File: config.mk
export PLATFORM = sky130hd
export DESIGN_NAME = md_hilo_ctrl
export DESIGN_NICKNAME = d
export VERILOG_FILES = /design/src/rtl/md_hilo_ctrl.sv
export SDC_FILE = /design/constraint.sdc
export NUM_CORES = 1
export LEC_CHECK = 0
export ABC_CLOCK_PERIOD_IN_PS = 4500
export CELL_PAD_IN_SITES_DETAIL_PLACEMENT = 1
export CELL_PAD_IN_SITES_GLOBAL_PLACEMENT = 2
export CORE_UTILIZATION = 35
export CTS_CLUSTER_SIZE = 40
export DETAILED_ROUTE_END_ITERATION = 10
export HOLD_SLACK_MARGIN = 0.15
export PLACE_DENSITY = 0.78
export SLEW_MARGIN = 0
export SYNTH_ARGS = -nofsm -noshare
export SYNTH_HDL_FRONTEND = slang
export SYNTH_SLANG_ARGS = --single-unit
File: constraint.sdc
create_clock -name clk -period 4.5 [get_ports clk]
set_input_delay 0.9 -clock clk [delete_from_list [all_inputs] [get_ports clk]]
set_output_delay 0.9 -clock clk [all_outputs]
set_load 0.02 [all_outputs]
File: src/rtl/md_hilo_ctrl.sv
// Multiply/divide sequencer and sole HI/LO write arbiter (iterative shift-add MUL, restoring DIV).
// Define MD_FAST_MUL_EN to replace the iterative multiply with a single-cycle product in FIX.
module md_hilo_ctrl #(
   parameter int XLEN = 32
) (
   input  logic            clk,
   input  logic            rst,
   input  logic            start,
   input  logic [2:0]      op,
   input  logic [XLEN-1:0] rs_val,
   input  logic [XLEN-1:0] rt_val,
   input  logic            flush,
   output logic            busy,
   output logic            done,
   output logic            hi_wr,
   output logic            lo_wr,
   output logic [XLEN-1:0] hi_wd,
   output logic [XLEN-1:0] lo_wd
);

   localparam int CW = $clog2(XLEN);
   localparam logic [2:0] OP_MULT  = 3'd0;
   localparam logic [2:0] OP_MULTU = 3'd1;
   localparam logic [2:0] OP_DIV   = 3'd2;
   localparam logic [2:0] OP_DIVU  = 3'd3;
   localparam logic [2:0] OP_MTHI  = 3'd4;
   localparam logic [2:0] OP_MTLO  = 3'd5;
   localparam logic [CW-1:0]   CNT_LAST = CW'(XLEN - 1);
   localparam logic [CW-1:0]   CNT_ZERO = {CW{1'b0}};
   localparam logic [CW-1:0]   CNT_ONE  = CW'(1);
   localparam logic [XLEN-1:0] ZERO_X   = {XLEN{1'b0}};
   localparam logic [XLEN-1:0] ONES_X   = {XLEN{1'b1}};

   typedef enum logic [2:0] {
      ST_IDLE = 3'd0,
      ST_MUL  = 3'd1,
      ST_DIV  = 3'd2,
      ST_FIX  = 3'd3,
      ST_WB   = 3'd4,
      ST_MV   = 3'd5
   } state_t;

   state_t              state_r, seq_nxt_s, state_nxt_s;
   logic [CW-1:0]       cnt_r;
   logic [XLEN-1:0]     a_r, b_r;
   logic [2*XLEN-1:0]   acc_r;
   logic                is_div_r, dz_r, neg_res_r, neg_rem_r;
   logic                busy_r, done_r, hi_wr_r, lo_wr_r;
   logic [XLEN-1:0]     hi_wd_r, lo_wd_r;

   logic                signed_op_s, sgn_a_s, sgn_b_s;
   logic [XLEN-1:0]     abs_a_s, abs_b_s;
   logic [XLEN:0]       mul_sum_s, div_shift_s, div_diff_s;
   logic [2*XLEN-1:0]   mul_nxt_s, div_nxt_s, prod_s;
   logic [XLEN-1:0]     fix_hi_s, fix_lo_s;

   assign signed_op_s = (op == OP_MULT) || (op == OP_DIV);
   assign sgn_a_s     = signed_op_s & rs_val[XLEN-1];
   assign sgn_b_s     = signed_op_s & rt_val[XLEN-1];
   assign abs_a_s     = sgn_a_s ? (ZERO_X - rs_val) : rs_val;
   assign abs_b_s     = sgn_b_s ? (ZERO_X - rt_val) : rt_val;

   // Next-state selection; flush overrides every state.
   always_comb begin
      seq_nxt_s = ST_IDLE;
      case (state_r)
         ST_IDLE: begin
            if (start) begin
               case (op)
`ifdef MD_FAST_MUL_EN
                  OP_MULT, OP_MULTU: seq_nxt_s = ST_FIX;
`else
                  OP_MULT, OP_MULTU: seq_nxt_s = ST_MUL;
`endif
                  OP_DIV, OP_DIVU:   seq_nxt_s = (rt_val == ZERO_X) ? ST_FIX : ST_DIV;
                  OP_MTHI, OP_MTLO:  seq_nxt_s = ST_MV;
                  default:           seq_nxt_s = ST_IDLE;
               endcase
            end else begin
               seq_nxt_s = ST_IDLE;
            end
         end
         ST_MUL:  seq_nxt_s = (cnt_r == CNT_ZERO) ? ST_FIX : ST_MUL;
         ST_DIV:  seq_nxt_s = (cnt_r == CNT_ZERO) ? ST_FIX : ST_DIV;
         ST_FIX:  seq_nxt_s = ST_WB;
         ST_WB:   seq_nxt_s = ST_IDLE;
         ST_MV:   seq_nxt_s = ST_IDLE;
         default: seq_nxt_s = ST_IDLE;
      endcase
      state_nxt_s = flush ? ST_IDLE : seq_nxt_s;
   end

   // One iteration step for each engine plus the sign correction applied in FIX.
   always_comb begin
      mul_sum_s   = {1'b0, acc_r[2*XLEN-1:XLEN]} + {1'b0, a_r};
      mul_nxt_s   = acc_r[0] ? {mul_sum_s, acc_r[XLEN-1:1]} : {1'b0, acc_r[2*XLEN-1:1]};
      div_shift_s = {acc_r[2*XLEN-1:XLEN], acc_r[XLEN-1]};
      div_diff_s  = div_shift_s - {1'b0, b_r};
      div_nxt_s   = div_diff_s[XLEN] ? {div_shift_s[XLEN-1:0], acc_r[XLEN-2:0], 1'b0}
                                     : {div_diff_s[XLEN-1:0],  acc_r[XLEN-2:0], 1'b1};
`ifdef MD_FAST_MUL_EN
      prod_s = {ZERO_X, a_r} * {ZERO_X, b_r};
`else
      prod_s = acc_r;
`endif
      fix_hi_s = acc_r[2*XLEN-1:XLEN];
      fix_lo_s = acc_r[XLEN-1:0];
      if (dz_r) begin
         fix_hi_s = acc_r[2*XLEN-1:XLEN];
         fix_lo_s = acc_r[XLEN-1:0];
      end else if (is_div_r) begin
         fix_hi_s = neg_rem_r ? (ZERO_X - acc_r[2*XLEN-1:XLEN]) : acc_r[2*XLEN-1:XLEN];
         fix_lo_s = neg_res_r ? (ZERO_X - acc_r[XLEN-1:0]) : acc_r[XLEN-1:0];
      end else begin
         if (neg_res_r) begin
            fix_hi_s = ~prod_s[2*XLEN-1:XLEN] + {{(XLEN-1){1'b0}}, (prod_s[XLEN-1:0] == ZERO_X)};
            fix_lo_s = ZERO_X - prod_s[XLEN-1:0];
         end else begin
            fix_hi_s = prod_s[2*XLEN-1:XLEN];
            fix_lo_s = prod_s[XLEN-1:0];
         end
      end
   end

   // State, datapath and registered outputs.
   always_ff @(posedge clk) begin
      if (rst) begin
         state_r   <= ST_IDLE;
         cnt_r     <= CNT_ZERO;
         a_r       <= ZERO_X;
         b_r       <= ZERO_X;
         acc_r     <= {(2*XLEN){1'b0}};
         is_div_r  <= 1'b0;
         dz_r      <= 1'b0;
         neg_res_r <= 1'b0;
         neg_rem_r <= 1'b0;
         busy_r    <= 1'b0;
         done_r    <= 1'b0;
         hi_wr_r   <= 1'b0;
         lo_wr_r   <= 1'b0;
         hi_wd_r   <= ZERO_X;
         lo_wd_r   <= ZERO_X;
      end else begin
         state_r <= state_nxt_s;
         busy_r  <= (state_nxt_s != ST_IDLE);
         done_r  <= (state_nxt_s == ST_WB);
         hi_wr_r <= (state_nxt_s == ST_WB) || ((state_nxt_s == ST_MV) && (op == OP_MTHI));
         lo_wr_r <= (state_nxt_s == ST_WB) || ((state_nxt_s == ST_MV) && (op == OP_MTLO));

         if (flush) begin
            cnt_r <= CNT_ZERO;
         end else if ((state_r == ST_IDLE) && start) begin
            cnt_r <= CNT_LAST;
         end else if (((state_r == ST_MUL) || (state_r == ST_DIV)) && (cnt_r != CNT_ZERO)) begin
            cnt_r <= cnt_r - CNT_ONE;
         end

         case (state_r)
            ST_IDLE: begin
               if (start && !flush) begin
                  case (op)
                     OP_MULT, OP_MULTU: begin
                        a_r       <= abs_a_s;
                        b_r       <= abs_b_s;
                        acc_r     <= {ZERO_X, abs_b_s};
                        is_div_r  <= 1'b0;
                        dz_r      <= 1'b0;
                        neg_res_r <= sgn_a_s ^ sgn_b_s;
                        neg_rem_r <= 1'b0;
                     end
                     OP_DIV, OP_DIVU: begin
                        a_r       <= abs_a_s;
                        b_r       <= abs_b_s;
                        acc_r     <= (rt_val == ZERO_X) ? {rs_val, ONES_X} : {ZERO_X, abs_a_s};
                        is_div_r  <= 1'b1;
                        dz_r      <= (rt_val == ZERO_X);
                        neg_res_r <= sgn_a_s ^ sgn_b_s;
                        neg_rem_r <= sgn_a_s;
                     end
                     default: ;
                  endcase
               end
            end
            ST_MUL:  acc_r <= mul_nxt_s;
            ST_DIV:  acc_r <= div_nxt_s;
            default: ;
         endcase

         // Write data only changes when a write is about to be presented.
         if (state_nxt_s == ST_WB) begin
            hi_wd_r <= fix_hi_s;
            lo_wd_r <= fix_lo_s;
         end else if ((state_nxt_s == ST_MV) && (op == OP_MTHI)) begin
            hi_wd_r <= rs_val;
         end else if ((state_nxt_s == ST_MV) && (op == OP_MTLO)) begin
            lo_wd_r <= rs_val;
         end
      end
   end

   // A flush in WB/MV must still cancel the write presented that cycle.
   assign busy  = busy_r;
   assign done  = done_r  & ~flush;
   assign hi_wr = hi_wr_r & ~flush;
   assign lo_wr = lo_wr_r & ~flush;
   assign hi_wd = hi_wd_r;
   assign lo_wd = lo_wd_r;

endmodule

==> impl_metrics.py <==
metrics = {
    "critical_path": {
        "criticalPathCategory": "reg -> reg",
        "startpoint": "acc_r[31]",
        "worstPathRequired_ns": 4.98,
        "slowest_delay_ns": 0.58,
        "crit-reg2reg-launch": "acc_r[31]",
        "timing.critical_path.arrival_ns": 4.83,
        "path_cells": "inv_1, ha_1, inv_1, fa_1, a211oi_1, o21a_1, a21oi_1, o31ai_2, a211oi_1, or3_1, a2111oi_1, buf_4, o21ai_0, a311oi_1",
        "critPathMaxFanout": 4,
        "start_kind": "register",
        "rr_endpoint": "acc_r[58]",
        "rrSetupSlack_ns": 0.15,
        "cp-end-kind": "register",
        "critPathSlowestCell": "a2111oi_1",
        "worst-r2r-cell-count": 14,
    },
    "final_layout": {
        "final_cell_mix": "nor2_1, dfxtp_1, a21oi_1, buf_4, clkdlybuf4s50_1",
        "ff_latch_area_um2": 4160,
        "nets": 2437,
        "area_growth_pct": 23.6,
        "multi_input_area_um2": 11100,
        "fin_cells": 2912,
        "final_layout_size_suffix_gt1_share_pct": 11.6,
        "antenna_cells": 0,
        "fill_cells": 5517,
        "layout_commonest_cell": "nor2_1",
    },
    "job": {
        "drv_cap": 0,
    },
    "yosys": {
        "synth_area_um2": 16100,
        "async_reset_ff_share_pct": 0,
        "synth_edf_count": 0,
        "synth_flop_cell": "dfxtp_1",
        "syn_nets": 2274,
        "ys_ff_latch": 208,
        "ys_seq_area_share_pct": 25.9,
        "yosys_warnings": 0,
        "syn-instance-count": 2129,
        "yosysUniqueCellTypes": 73,
        "syn_avg_cell_area_um2": 7.55,
    },
    "pwr": {
        "cellPowerDensity_nw_per_um2": 351,
        "peakVddDrop_uv": 282,
        "power_w": 0.00697,
        "cellLeakagePower_nw": 7.73,
    },
    "floorplanning": {
        "die_area_um2": 46800,
        "coreArea_um2": 45400,
        "die_w_um": 216,
        "rows": 78,
        "start_util_pct": 35.4,
        "io_pins": 139,
        "die_h_um": 216,
    },
    "timing": {
        "whs_ns": 0.469,
        "worst_slack_ns": 0.148,
        "setup_viol": 0,
        "fin_skew_ns": 0.0209,
        "fin_crit_sh_pct": 96.7,
        "finalHoldViolCount": 0,
        "tightest_slew_ns": 1.16,
        "fmax_mhz": 230,
        "max_slew_margin_pct": 22.2,
        "fin_crit_ns": 4.35,
        "report.final.slew_viol_count": 0,
    },
    "grt": {
        "grt_pass1_wl_um": 118000,
        "grt_usage_pct": 33.2,
        "first_global_vias": 17800,
        "antenna_found_initial": 2,
        "grt-ovfl-total": 0,
        "grt_max_degree": 124,
    },
    "clocking": {
        "htree_levels": 1,
        "cts_setup_buffers": 0,
        "cts_buffers": 27,
        "cts.sinks": 208,
        "clk_pin_slew_ns": 0.06,
        "cts_tree": "yes",
        "cts_hold_buf": 0,
        "clk_latency_ns": 0.58,
        "cts-root-buf": "clkbuf_16",
        "clockBufferDepth": 3,
    },
    "min_path": {
        "min_path_type": "reg -> reg",
        "hold_start": "hi_wd[28]",
        "hold_path_depth": 2,
        "holdPathEnd": "hi_wd[28]",
    },
    "routing": {
        "wl_met1_um": 35800,
        "wl_per_cell_um": 27.3,
        "met3_length_um": 5290,
        "drt_iter0_drc": 1643,
        "num_vias": 17900,
        "viasPerCell": 6.15,
        "antenna_left": 0,
        "drc_errors": 0,
        "highest_layer": "met5",
        "wl_met2_um": 35100,
        "drtPass1Iterations": 6,
        "finalWirelength_um": 79400,
    },
    "place": {
        "dp_hpwl_um": 62000,
        "gp_congestion": 0.951,
        "pre_cts_slack_ns": -0.214,
        "portBuffers": 138,
        "dp.cells": 2863,
    },
    "status": {
        "status": "completed",
    },
}
-- registers in the layout, summed over array words and instances, names as in the netlist --
register / flops
busy: 1
neg_rem_r: 1
hi_wr_r: 1
acc_r: 64
b_r: 32
lo_wd: 32
neg_res_r: 1
done_r: 1
a_r: 32
dz_r: 1
hi_wd: 32
lo_wr_r: 1
cnt_r: 5
is_div_r: 1
state_r: 3
-- cells in the mapped netlist (15+ instances only) --
| cell | number | area share, % |
|---|---|---|
| a211oi_1 | 112 | 5.2 |
| a21o_1 | 27 | 1.3 |
| a21oi_1 | 185 | 5.8 |
| a221o_1 | 41 | 2.6 |
| a221oi_1 | 46 | 2.5 |
| a221oi_2 | 20 | 1.9 |
| a31oi_1 | 27 | 1.1 |
| clkbuf_1 | 143 | 3.3 |
| dfxtp_1 | 208 | 26 |
| ha_1 | 72 | 5.6 |
| inv_1 | 66 | 1.5 |
| mux2_2 | 19 | 1.3 |
| mux2i_1 | 31 | 1.9 |
| nand2_1 | 129 | 3.0 |
| nand2b_1 | 15 | 0.58 |
| nand3_1 | 32 | 1.0 |
| nor2_1 | 323 | 7.5 |
| nor3_1 | 65 | 2.0 |
| nor4_1 | 21 | 0.82 |
| o21a_1 | 15 | 0.70 |
| o21ai_0 | 97 | 3.0 |
| o22ai_1 | 26 | 1.0 |
| o31ai_1 | 23 | 1.1 |
| or3_1 | 22 | 0.86 |
| xnor2_1 | 97 | 5.3 |
| xor2_1 | 67 | 3.6 |
-- final cells by class --
cell class,count,share of cell area (%)
inverters,67,1.26
clock inverters,12,0.749
multi-input cells,1692,55.9
clock buffers,37,3.89
well taps,600,3.78
repair buffers,296,13.5
flip-flops and latches,208,20.9
-- where the power goes --
part           switching (W)  internal, W  total, W
logic                0.00157      0.00102   0.00259
clock network       0.000924      0.00137   0.00229
registers           0.000139      0.00195   0.00209
total                0.00263      0.00434   0.00697
-- what timing repair did --
item                       4_1_cts  5_1_grt
pin swaps                        0        0
gates resized for setup          1        2
setup endpoints to repair        1        3
-- per-stage QoR --
| stage | instance area (µm²) | setup TNS (ns) | utilization (%) |
|---|---|---|---|
| finish | 19900 | 0 | 43.8 |
| global route | 19900 | -0.0702 | 43.8 |
| CTS | 19900 | 0 | 43.8 |
| detailed placement | 19000 | -0.333 | 41.8 |
| global placement | 19000 | -0.356 | 41.8 |
| floorplan | 16100 | 0 | - |
-- critical path, delay by kind of cell (launching register included) --
kind            cells  cell delay, ns
compound gates      8            2.50
fa+ha+maj           2            0.65
simple gates        1            0.44
buf+inv             3            0.36
flops               1            0.31
-- kinds of logic after synthesis --
group | after synthesis | share of synthesized area [%]
fa+ha+maj | 74 | 5.85
buf+inv | 229 | 5.45
compound gates | 704 | 30.5
flops | 208 | 25.9
xor+xnor | 164 | 8.93
mux | 50 | 3.26
simple gates | 700 | 20.1
-- worst max-delay path by stage --
| stage | to | slack, ns | depth (start not counted) |
|---|---|---|---|
| floorplan | hi_wd[31] | 0.68 | 18 |
| global placement | acc_r[31] | -0.25 | 10 |
| detailed placement | acc_r[31] | -0.21 | 10 |
| CTS | acc_r[58] | 0.14 | 14 |
| global route | hi_wd[31] | -0.06 | 17 |
| finish | acc_r[58] | 0.15 | 14 |
-- routing by layer --
metal	global-route usage, %	vias up
li1	-	8189
met1	45.9	8938
met2	52.1	634
met3	4.42	137
met4	12.8	2
met5	0	-
Note: power is estimated with default switching activity, not from simulation.
